$ cat config.mk
export PLATFORM = sky130hd
export DESIGN_NAME = shift_add_ctrl
export DESIGN_NICKNAME = d
export VERILOG_FILES = /design/src/rtl/shift_add_ctrl.sv
export SDC_FILE = /design/constraint.sdc
export NUM_CORES = 1
export LEC_CHECK = 0
export ABC_AREA = 1
export CELL_PAD_IN_SITES_DETAIL_PLACEMENT = 2
export CELL_PAD_IN_SITES_GLOBAL_PLACEMENT = 2
export CORE_MARGIN = 2
export CORE_UTILIZATION = 18
export CTS_CLUSTER_SIZE = 25
export DETAILED_ROUTE_END_ITERATION = 6
export MAX_ROUTING_LAYER = met4
export PLACE_DENSITY = 0.77
export SKIP_LAST_GASP = 1
export SLEW_MARGIN = 10
export SYNTH_ARGS = -nofsm -noshare
export SYNTH_HDL_FRONTEND = slang
export SYNTH_SLANG_ARGS = --single-unit
$ cat constraint.sdc
create_clock -name clk -period 1.2 [get_ports clk]
set_input_delay 0.18 -clock clk [delete_from_list [all_inputs] [get_ports clk]]
set_output_delay 0.18 -clock clk [all_outputs]
set_load 0.05 [all_outputs]
$ cat src/rtl/shift_add_ctrl.sv
// Moore sequencer for the shift-and-add multiplier datapath: start/busy/done
// handshake, WIDTH-bounded iteration count, optional early exit on zero.
module shift_add_ctrl #(
  parameter int  WIDTH      = 16,
  parameter bit  EARLY_EXIT = 1'b1,
  localparam int CNTW       = $clog2(WIDTH+1)
) (
  input  logic            clk,
  input  logic            rst,
  input  logic            start,
  input  logic            lsb,
  input  logic            zero,
  output logic [15:0]     o_signal,
  output logic            busy,
  output logic            done,
  output logic [CNTW-1:0] iter
);

  localparam logic [CNTW-1:0] ITER_MAX = CNTW'(WIDTH);

  typedef enum logic [2:0] {
    S_IDLE  = 3'd0,
    S_LOAD  = 3'd1,
    S_TEST  = 3'd2,
    S_ADD   = 3'd3,
    S_SHIFT = 3'd4,
    S_CHECK = 3'd5,
    S_DONE  = 3'd6
  } state_t;

  state_t state, state_nx;

  always_ff @(posedge clk) begin
    if (rst) state <= S_IDLE;
    else     state <= state_nx;
  end

  // iter is only advanced by SHIFT and CHECK exits at WIDTH, so it never wraps
  always_ff @(posedge clk) begin
    if (rst)                   iter <= '0;
    else if (state == S_LOAD)  iter <= '0;
    else if (state == S_SHIFT) iter <= iter + CNTW'(1);
  end

  always_comb begin
    state_nx = S_IDLE;
    o_signal = 16'h0000;
    busy     = 1'b0;
    done     = 1'b0;
    case (state)
      S_IDLE:  state_nx = start ? S_LOAD : S_IDLE;
      S_LOAD: begin
        o_signal = 16'h0003;
        busy     = 1'b1;
        state_nx = S_TEST;
      end
      S_TEST: begin
        o_signal = 16'h6200;
        busy     = 1'b1;
        state_nx = lsb ? S_ADD : S_SHIFT;
      end
      S_ADD: begin
        o_signal = 16'h0201;
        busy     = 1'b1;
        state_nx = S_SHIFT;
      end
      S_SHIFT: begin
        o_signal = 16'h4203;
        busy     = 1'b1;
        state_nx = S_CHECK;
      end
      S_CHECK: begin
        o_signal = 16'h0249;
        busy     = 1'b1;
        state_nx = ((iter == ITER_MAX) || (EARLY_EXIT && zero)) ? S_DONE : S_TEST;
      end
      S_DONE: begin
        done     = 1'b1;
        state_nx = S_IDLE;
      end
      default: state_nx = S_IDLE;
    endcase
  end

endmodule

==> results.sh <==
export IMPL_nets=124
export IMPL_ys_ff_latch=8
export IMPL_vias=624
export IMPL_clock_latency_ps=270
export IMPL_max_stage_delay_ps=390
export IMPL_combinationalPowerShare_pct=48.8
export IMPL_skew_ps=5.922
export IMPL_die_area_um2=3554
export IMPL_place_area_um2=915.9
export IMPL_cp_max_fo=5
export IMPL_dp_slack_ps=-5.273
export IMPL_power_switching_uw=432.4
export IMPL_grt_pass1_vias=656
export IMPL_area_growth_pct=97.30
export IMPL_critPathArrivalTime_ps=1140
export IMPL_nFillCells=346
export IMPL_die_h_um=59.62
export IMPL_fin_ws_ps=-117.8
export IMPL_dp_hpwl_mm=1.500
export IMPL_drv_cap=0
export IMPL_final_common_cell="nand2_1"
export IMPL_htree_num_levels=1
export IMPL_yosysSeqAreaShare_pct=28.76
export IMPL_p_int_uw=594.0
export IMPL_layout_common_cells="nand2_1 (16), buf_12 (14), conb_1 (9)"
export IMPL_synth_distinct_cells=18
export IMPL_hold_depth=3
export IMPL_hold_path_class="primary input to flop"
export IMPL_met2_length_mm=1.093
export IMPL_cts_buffers=3
export IMPL_slowest_stage="dfxtp_4"
export IMPL_routedWlPerCell_um=12.66
export IMPL_fin_util_pct=36.58
export IMPL_vias_per_cell=4.216
export IMPL_initial_core_util_pct=18.54
export IMPL_routedLengthMet1_um=653
export IMPL_regArea_um2=177.7
export IMPL_p_leak_uw=0.0004990
export IMPL_clkTransAtPathRegs_ps=60
export IMPL_cts_tree="yes"
export IMPL_min_period_over_period_pct=109.8
export IMPL_core_area_um2=3003
export IMPL_route_met3_wl_um=109
export IMPL_cp_cell_sequence="buf_6 -> nand3_1 -> nand2_2 -> buf_12"
export IMPL_ys_warn_count=0
export IMPL_multi_input_comb_area_um2=374.1
export IMPL_antenna_left=0
export IMPL_grt_antenna_before_repair=0
export IMPL_setup_violations=9
export IMPL_clk_path_buf_depth=2
export IMPL_worstPathRequired_ps=1020
export IMPL_drc=0
export IMPL_clock_fmax_ghz=0.7589
export IMPL_fp_dieW_um=59.62
export IMPL_rsz0062_at_grt="true"
export IMPL_end_kind="primary output"
export IMPL_syn_inst=87
export IMPL_final_hold_viol_count=0
export IMPL_switching_share_pct=42.13
export IMPL_failed_checks="negative setup slack"
export IMPL_routabilityCongestion=0.7610
export IMPL_n_antenna_cell=0
export IMPL_p_per_area_nw_per_um2=934.3
export IMPL_stdcell_area_um2=1099
export IMPL_slew_violations=0
export IMPL_dr_max_layer_used="met4"
export IMPL_drive_gt1_share_pct=48.70
export IMPL_cts_root_buf="clkbuf_4"
export IMPL_rr_worst_depth=7
export IMPL_rows=20
export IMPL_fin_crit_ps=1318
export IMPL_grt_pass1_wl_mm=2.925
export IMPL_syn_cell_area_um2=556.8
export IMPL_overflow=0
export IMPL_worstSetupPathType="flop to primary output"
export IMPL_grt_max_degree=7
export IMPL_worst_setup_path_start_kind="flop"
export IMPL_clock_sinks=8
export IMPL_clockPowerShare_pct=22.1
export IMPL_status="finished with violations"
export IMPL_io_buffers=18
export IMPL_power_uw=1026
export IMPL_wirelength_mm=1.873
export IMPL_ir_drop_mv=0.3272
export IMPL_seq_power_share_pct=29.2
export IMPL_syn_area_per_cell_um2=6.400
export IMPL_first_pass_iters=3
export IMPL_grtUsageTotal_pct=11.60
export IMPL_first_iter_violations=4
export IMPL_ioPinCount=28
==> path summary, 6_finish.rpt <==
| check | start | endpoint | slack (ps) |
|---|---|---|---|
| setup / recovery | state[0]$_SDFF_PP0_ | o_signal[1] | -120 |
| hold / removal | lsb | state[0]$_SDFF_PP0_ | 530 |
| setup reg to reg | state[0]$_SDFF_PP0_ | iter[0]$_SDFFE_PP0N_ | 40 |
| hold reg to reg | iter[0]$_SDFFE_PP0N_ | iter[0]$_SDFFE_PP0N_ | 540 |
==> metrics by stage <==
stage,hold WS [ps],cells,TNS (ps)
finish,534.8,148,-812.0
detailed placement,505.9,140,-13.76
floorplan,249.1,95,-347.5
global route,553.6,148,-1291
CTS,516.4,144,-1083
global placement,503.3,140,0
==> kinds of logic (layout without fill, tap and decap cells) <==
kind of cell / count (synthesis) / after routing / synth area share, %
buffers and inverters: 25 / 45 / 24.94
and+or+nand+nor: 42 / 42 / 32.36
adders and majority gates: 2 / 2 / 4.494
DFF: 8 / 8 / 28.76
AOI/OAI and AO/OA: 9 / 9 / 8.765
other: 1 / 9 / 0.6735
==> metal layers <==
layer  vias to the layer above  GRT usage [%]
met3                         3          4.585
met4                         0          2.857
met5                         -              -
li1                        308              -
met1                       296          11.42
met2                        17          21.19
==> cells in the mapped netlist (all sizes together) <==
cell	instances	area share, %
a21oi	6	5.4
buf	11	16
conb	1	0.67
dfxtp	8	29
ha	2	4.5
inv	14	9.4
nand2	23	16
nand3	7	6.3
nand4	1	1.1
nor2	8	5.8
nor3	2	1.8
nor3b	1	1.3
o21ai	3	3.4
==> registers in the layout (all words and copies together), names as in the netlist <==
name and count:
iter 5, state 3
==> area by class of cell <==
cell class              instances  area share, %
well taps                      33          3.759
repair buffers                 28          37.36
flip-flops and latches          8          16.17
inverters                      14          6.606
multi-input cells              62          34.05
clock buffers                   3          2.050
==> power groups by stage <==
| stage | registers [uW] | clock network [uW] | logic [uW] |
|---|---|---|---|
| after floorplan | 299 | 0 | 266 |
| after global placement | 294 | 0 | 435 |
| after detailed placement | 296 | 0 | 444 |
| after CTS | 299 | 234 | 470 |
| after global routing | 301 | 239 | 527 |
| final | 299 | 226 | 501 |
==> critical path: cells and delay by family (launching register included) <==
| family | cells | cell delay [ps] |
|---|---|---|
| simple gates | 2 | 220 |
| buf+inv | 2 | 250 |
| flops | 1 | 390 |
==> what timing repair did <==
item,in CTS,in global routing
cloned,0,0
gates resized for setup,22,19
endpoints found under the setup margin,10,13
setup buffers,1,4
pin swaps,4,5
hold buffers,0,0
(Power assumes the default switching activity.)
